**src/rtl/bitonic_sort_seq.sv**
```systemverilog
// Sequential bitonic sorter: loads N words, sorts them in place with one
// compare-exchange per cycle, then streams them out in order.
module bitonic_sort_seq #(
  parameter int LOG_N   = 3,
  parameter int W       = 8,
  parameter int DESCEND = 0
) (
  input  logic         clk,
  input  logic         rst_n,
  input  logic         in_valid,
  output logic         in_ready,
  input  logic [W-1:0] in_data,
  output logic         out_valid,
  input  logic         out_ready,
  output logic [W-1:0] out_data,
  output logic         out_last,
  output logic         busy
);

  localparam int N  = 1 << LOG_N;
  localparam int SW = $clog2(LOG_N + 1);
  localparam int LW = LOG_N + 1;

  typedef enum logic [1:0] {LOAD, SORT, DRAIN} state_t;

  state_t             state;
  logic [W-1:0]       mem [N];
  logic [LOG_N-1:0]   wr_idx;
  logic [LOG_N-1:0]   rd_idx;
  logic [LOG_N-1:0]   p_cnt;
  logic [SW-1:0]      k_stage;
  logic [SW-1:0]      j_stage;

  logic [LOG_N-1:0]   lo_mask;
  logic [LOG_N-1:0]   i_idx;
  logic [LOG_N-1:0]   l_idx;
  logic [LW-1:0]      k_mask;
  logic [W-1:0]       word_i;
  logic [W-1:0]       word_l;
  logic               up;
  logic               do_swap;

  // k = 2^(k_stage+1), j = 2^j_stage; i is p with a zero inserted at bit j_stage.
  always_comb begin
    lo_mask = (LOG_N'(1) << j_stage) - LOG_N'(1);
    i_idx   = ((p_cnt & ~lo_mask) << 1) | (p_cnt & lo_mask);
    l_idx   = i_idx | (LOG_N'(1) << j_stage);
    k_mask  = LW'(2) << k_stage;
    word_i  = mem[i_idx];
    word_l  = mem[l_idx];
    up      = ((({1'b0, i_idx}) & k_mask) == '0) ^ (DESCEND != 0);
    do_swap = up ? (word_i > word_l) : (word_i < word_l);
  end

  always_ff @(posedge clk or negedge rst_n) begin
    if (!rst_n) begin
      state     <= LOAD;
      wr_idx    <= '0;
      rd_idx    <= '0;
      p_cnt     <= '0;
      k_stage   <= '0;
      j_stage   <= '0;
      in_ready  <= 1'b1;
      out_valid <= 1'b0;
      out_last  <= 1'b0;
      busy      <= 1'b0;
    end else begin
      case (state)
        LOAD: begin
          if (in_valid && in_ready) begin
            wr_idx <= wr_idx + LOG_N'(1);
            if (wr_idx == LOG_N'(N - 1)) begin
              state    <= SORT;
              in_ready <= 1'b0;
              busy     <= 1'b1;
            end
          end
        end
        SORT: begin
          // Inner loop over pairs, then halve j, then double k.
          if (p_cnt == LOG_N'(N / 2 - 1)) begin
            p_cnt <= '0;
            if (j_stage == '0) begin
              if (k_stage == SW'(LOG_N - 1)) begin
                k_stage   <= '0;
                state     <= DRAIN;
                out_valid <= 1'b1;
                out_last  <= 1'b0;
              end else begin
                k_stage <= k_stage + SW'(1);
                j_stage <= k_stage + SW'(1);
              end
            end else begin
              j_stage <= j_stage - SW'(1);
            end
          end else begin
            p_cnt <= p_cnt + LOG_N'(1);
          end
        end
        DRAIN: begin
          if (out_ready) begin
            if (rd_idx == LOG_N'(N - 1)) begin
              rd_idx    <= '0;
              state     <= LOAD;
              out_valid <= 1'b0;
              out_last  <= 1'b0;
              busy      <= 1'b0;
              in_ready  <= 1'b1;
            end else begin
              rd_idx   <= rd_idx + LOG_N'(1);
              out_last <= (rd_idx == LOG_N'(N - 2));
            end
          end
        end
        default: state <= LOAD;
      endcase
    end
  end

  // Register file has no reset; its contents are irrelevant until a block loads.
  always_ff @(posedge clk) begin
    if (state == LOAD && in_valid && in_ready) begin
      mem[wr_idx] <= in_data;
    end else if (state == SORT && do_swap) begin
      mem[i_idx] <= word_l;
      mem[l_idx] <= word_i;
    end
  end

  assign out_data = out_valid ? mem[rd_idx] : '0;

endmodule
```
**config.mk**
```make
export PLATFORM = sky130hd
export DESIGN_NAME = bitonic_sort_seq
export DESIGN_NICKNAME = d
export VERILOG_FILES = /design/src/rtl/bitonic_sort_seq.sv
export SDC_FILE = /design/constraint.sdc
export NUM_CORES = 1
export LEC_CHECK = 0
export ABC_AREA = 0
export BUFFER_PORTS_ARGS = -buffer_cell sky130_fd_sc_hd__buf_4
export CAP_MARGIN = 20
export CELL_PAD_IN_SITES_DETAIL_PLACEMENT = 0
export CELL_PAD_IN_SITES_GLOBAL_PLACEMENT = 1
export CORE_UTILIZATION = 30
export DETAILED_ROUTE_END_ITERATION = 10
export MAX_ROUTING_LAYER = met4
export PLACE_DENSITY_LB_ADDON = 0.1
export SKIP_CTS_REPAIR_TIMING = 1
export SLEW_MARGIN = 10
export SYNTH_ARGS = -nofsm -noshare
export SYNTH_HDL_FRONTEND = slang
export SYNTH_SLANG_ARGS = --single-unit
```
**constraint.sdc**
```tcl
create_clock -name clk -period 6.3 [get_ports clk]
set_input_delay 0.63 -clock clk [delete_from_list [all_inputs] [get_ports clk]]
set_output_delay 0.63 -clock clk [all_outputs]
set_load 0.005 [all_outputs]
```
---- Word-level counts from Yosys, hierarchy flattened ----
Memories as Yosys holds them, arrays and structs flattened.
Index checks and enable logic that the tools add are counted.
cells by class
  bitwise gates (word level) .............. 6
  reduce and logical (&&, ||, !) cells .... 18
  shift-type cells ........................ 2
  equal/unequal tests ..................... 15
  $add $sub $neg .......................... 6
  magnitude comparators ................... 2
  muxes and demuxes ....................... 43
operator list
  cell                                          count
  2-to-1 mux 1 bit                              23
  2-to-1 mux 2 bit                              10
  2-to-1 mux 8 bit                              2
  != test 2 bit (second input constant)         8
  AND reduction 5 bit                           2
  adder 3 x 1 -> 3 bit (second input constant)  3
  equality test 3 bit (second input constant)   3
  2-to-1 mux 3 bit                              3
  greater-than comparator 8 bit                 1
  less-than comparator 8 bit                    1
  case mux 1 bit (2 select lines)               4
  OR reduction 8 bit                            1
  AND reduction 7 bit                           1
  bitwise OR 3 bit                              2
  case mux 2 bit (3 select lines)               1
  AND reduction 3 bit                           2
  AND reduction 6 bit                           1
  AND 3 x 4 -> 4 bit                            1
  equality test 2 bit (second input constant)   2
  logical AND 1 bit                             4
  logical NOT 2 bit                             2
  logical NOT 4 bit                             1
  AND reduction 2 bit                           2
  nonzero test 2 bit                            2
  other kinds (10)                              10
word-level totals
  register bits ........................... 19
  logic and storage cells ................. 103
  memory bits (writable) .................. 64
  memories ................................ 1
  output and inout port bits .............. 12
memory list
  memory  depth  width  rd ports  clocked after memory_dff  write ports  RTL line  source
  mem     8      8      3         0                         2            27        logic [W-1:0] mem [N];

---- Depth between registers and ports, before layout ----
An unclocked memory read counts as a cell.
  word-level depth ........................ 15
  gate-level depth with buffers ........... 17

---- Least setup slack after synthesis ----
No wires, ideal clock.
  path kind ............................... flip-flop to flip-flop
  start point ............................. reg j_stage[1]
  end point ............................... mem mem[5][0] (enable)
  library setup time ...................... 0.375 ns
  cell stages (with the launch flop) ...... 17
  slack ................................... 2.517 ns
  arrival ................................. 3.408 ns
  buffers on the path ..................... 5
  cell sequence ........................... dfrtp_1 > buf_6 > buf_6 > nand2b_1 > nand2_1 > buf_2 > mux4_2 > o22ai_2 > inv_1 > ha_1 > nor2b_1 > o211ai_1 > a21oi_1 > o41ai_2 > buf_2 > buf_4 > o2bb2ai_1
RTL lines
  what                    RTL line  source
  start, declared         32        logic [SW-1:0] j_stage;
  start signal, assigned  91        j_stage <= k_stage + SW'(1);
  start signal, assigned  94        j_stage <= j_stage - SW'(1);
  end, declared           27

==> flow_summary.ini <==
[global_routing]
overflow = 0
use_met3_pct = 3.18
grt_pass1_vias = 5687
grt_max_degree = 41
grtUsageTotal_pct = 22.2
grtUsageMet1_pct = 29.9
antenna_found_initial = 0
grt_pass1_wl_um = 37200
top_usage_layer = met2
grt_use_met2_pct = 35.1

[logic_synthesis]
yosysUniqueCellTypes = 72
ys_warn_count = 0
ys.flop_type = edfxtp_1
syn_nets = 680
ys_seq_area_share_pct = 35.1
ys_seq_elements = 83
avgSynthCellArea_um2 = 10.5
synth-edff-count = 64
synthCells = 649
async_flop_share_pct = 22.9
syn-cell-area_um2 = 6830

[critical_path]
r2r_setup_slack_ps = 580
worstPathCellList = buf_4 > nand2b_1 > nand2_1 > mux4_2 > o22ai_1 > inv_1 > ha_1 > a21oi_1 > a21oi_1 > o41ai_4 > buf_4 > mux2_2
cp-startpoint = j_stage[1]
r2r_cells = 12
required_ps = 6400
critPathMaxFanout = 40
critical_path_class = reg -> reg
slowest_delay_ps = 870
r2r_start = j_stage[1]
end_kind = flop
slowest_stage = dfrtp_1
cp-start-kind = flop
worstPathArrival_ps = 5820

[power_and_ir_drop]
powerDensity_nw_per_um2 = 248
finalPower_mw = 1.91
p_leak_nw = 2.79
peakVddDrop_mv = 0.160

[clock_tree]
cts_tree = done
cts.sinks = 83
cts_inserted_buffers = 9
clock_latency_ps = 350
h-tree-depth = 3
clk_path_buf_depth = 2
cts-root-buf = clkbuf_16
clkTransAtPathRegs_ps = 60

[timing]
finClkSkew_ps = 6.07
tightest_slew_ps = 936
tns_ps = 0
finalSetupViolations = 0
slew_viol_final = 0
rsz0062_at_grt = false
finalCriticalPeriod_ps = 5720
min_period_over_period_pct = 90.8
max_freq_mhz = 175
finalHoldViolCount = 0
relSlewSlack_pct = 37.6

[die]
fp.dieH_um = 153
dieArea_um2 = 23400
fp.dieW_um = 153
core_um2 = 22100
pin_count = 24
num_rows = 54
initial_core_util_pct = 30.9

[cells_and_area]
nets = 699
drive_gt1_share_pct = 26.7
area_growth_syn_to_layout_pct = 12.5
antenna_cells = 0
layout_common_cells = mux2i_1 (68), edfxtp_1 (64), mux2_2 (62)
finalInstanceArea_um2 = 7680
layout_commonest_cell = mux2i_1

[placed_design]
portBuffers = 23
placed_cell_area_um2 = 7360
place.gp.congestion = 0.837
place_hpwl_um = 17400

[routing]
final_antenna_net_count = 0
drc_errors = 0
detail_route.vias_per_cell = 5.93
drtPass1Iterations = 7
wl_per_cell_um = 25.9
wirelength_um = 24700
vias = 5653
drt_iter0_drc = 443

[worst_hold_path]
hold_class = in -> async

[job]
drv_cap = 0

[run_status]
status = finished, final reports clean
## state kept, by name (all words and copies together), names as in the netlist
signal	flops
mem	64
p_cnt	3
rd_idx	3
wr_idx	3
j_stage	2
k_stage	2
state	2
busy	1
in_ready	1
out_last	1
out_valid	1
## worst paths after layout
check,endpoint
worst max-delay path,mem[3][0]
worst min-delay path,busy
worst max register to register,mem[3][0]
worst min register to register,out_last
max in group asynchronous,in_ready
min in group clk,out_last
## power by group
part | switching (mW) | leakage, nW | internal [mW]
clock network | 0.233 | 0.162 | 0.335
registers | 0.0861 | 0.819 | 0.622
logic | 0.321 | 1.81 | 0.310
total | 0.640 | 2.79 | 1.27
## metrics by stage
step	cells	utilization, %	hold WS, ps	setup WS (ps)
after detailed placement	937	33.3	518	716
after global routing	953	34.8	163	337
final	953	34.8	145	578
after global placement	936	33.2	511	887
after CTS	953	34.8	146	686
after floorplan	649	-	334	2520
## layer usage
| metal | share of wire [%] | routed length (um) |
|---|---|---|
| met2 | 47 | 11600 |
| met5 | 0 | 0 |
| met4 | 1.3 | 326 |
| met1 | 48 | 11800 |
| met3 | 3.8 | 946 |
## cells in the mapped netlist (15+ instances only)
cell | n | area [um2]
clkbuf_1 | 16 | 60.1
nand2_1 | 35 | 131
buf_2 | 18 | 90.1
a21oi_1 | 21 | 105
o22ai_1 | 20 | 125
inv_1 | 29 | 109
mux4_2 | 18 | 405
o21ai_0 | 23 | 115
nor2b_1 | 15 | 93.8
mux2i_1 | 68 | 681
nor2_1 | 29 | 109
mux2_2 | 62 | 698
dfrtp_1 | 18 | 450
a211oi_1 | 16 | 120
ha_1 | 19 | 238
edfxtp_1 | 64 | 1920
## layout make-up
class | count | area [um2]
Fill cell | 2205 | 14400
Multi-Input combinational cell | 483 | 4040
Sequential cell | 83 | 2400
Timing Repair Buffer | 61 | 462
Tap cell | 280 | 350
Clock buffer | 13 | 303
Inverter | 30 | 113
Clock inverter | 3 | 15.0
## logic make-up after synthesis
logic type / count (synthesis) / share of synthesized area [%]
buf+inv: 83 / 6.10
mux: 148 / 26.1
fa+ha+maj: 19 / 3.48
xor+xnor: 1 / 0.128
simple gates: 167 / 13.2
flops: 83 / 35.1
compound gates: 148 / 15.9
## critical path, delay by kind of cell (launching register included)
kind,cells,cell delay [ps]
AO/OA/AOI/OAI,4,1520
flip-flops,1,870
multiplexers,2,850
buffers and inverters,3,1150
AND/OR/NAND/NOR,2,660
adder cells (fa/ha/maj),1,350
Power figures use the tool's default switching activity.
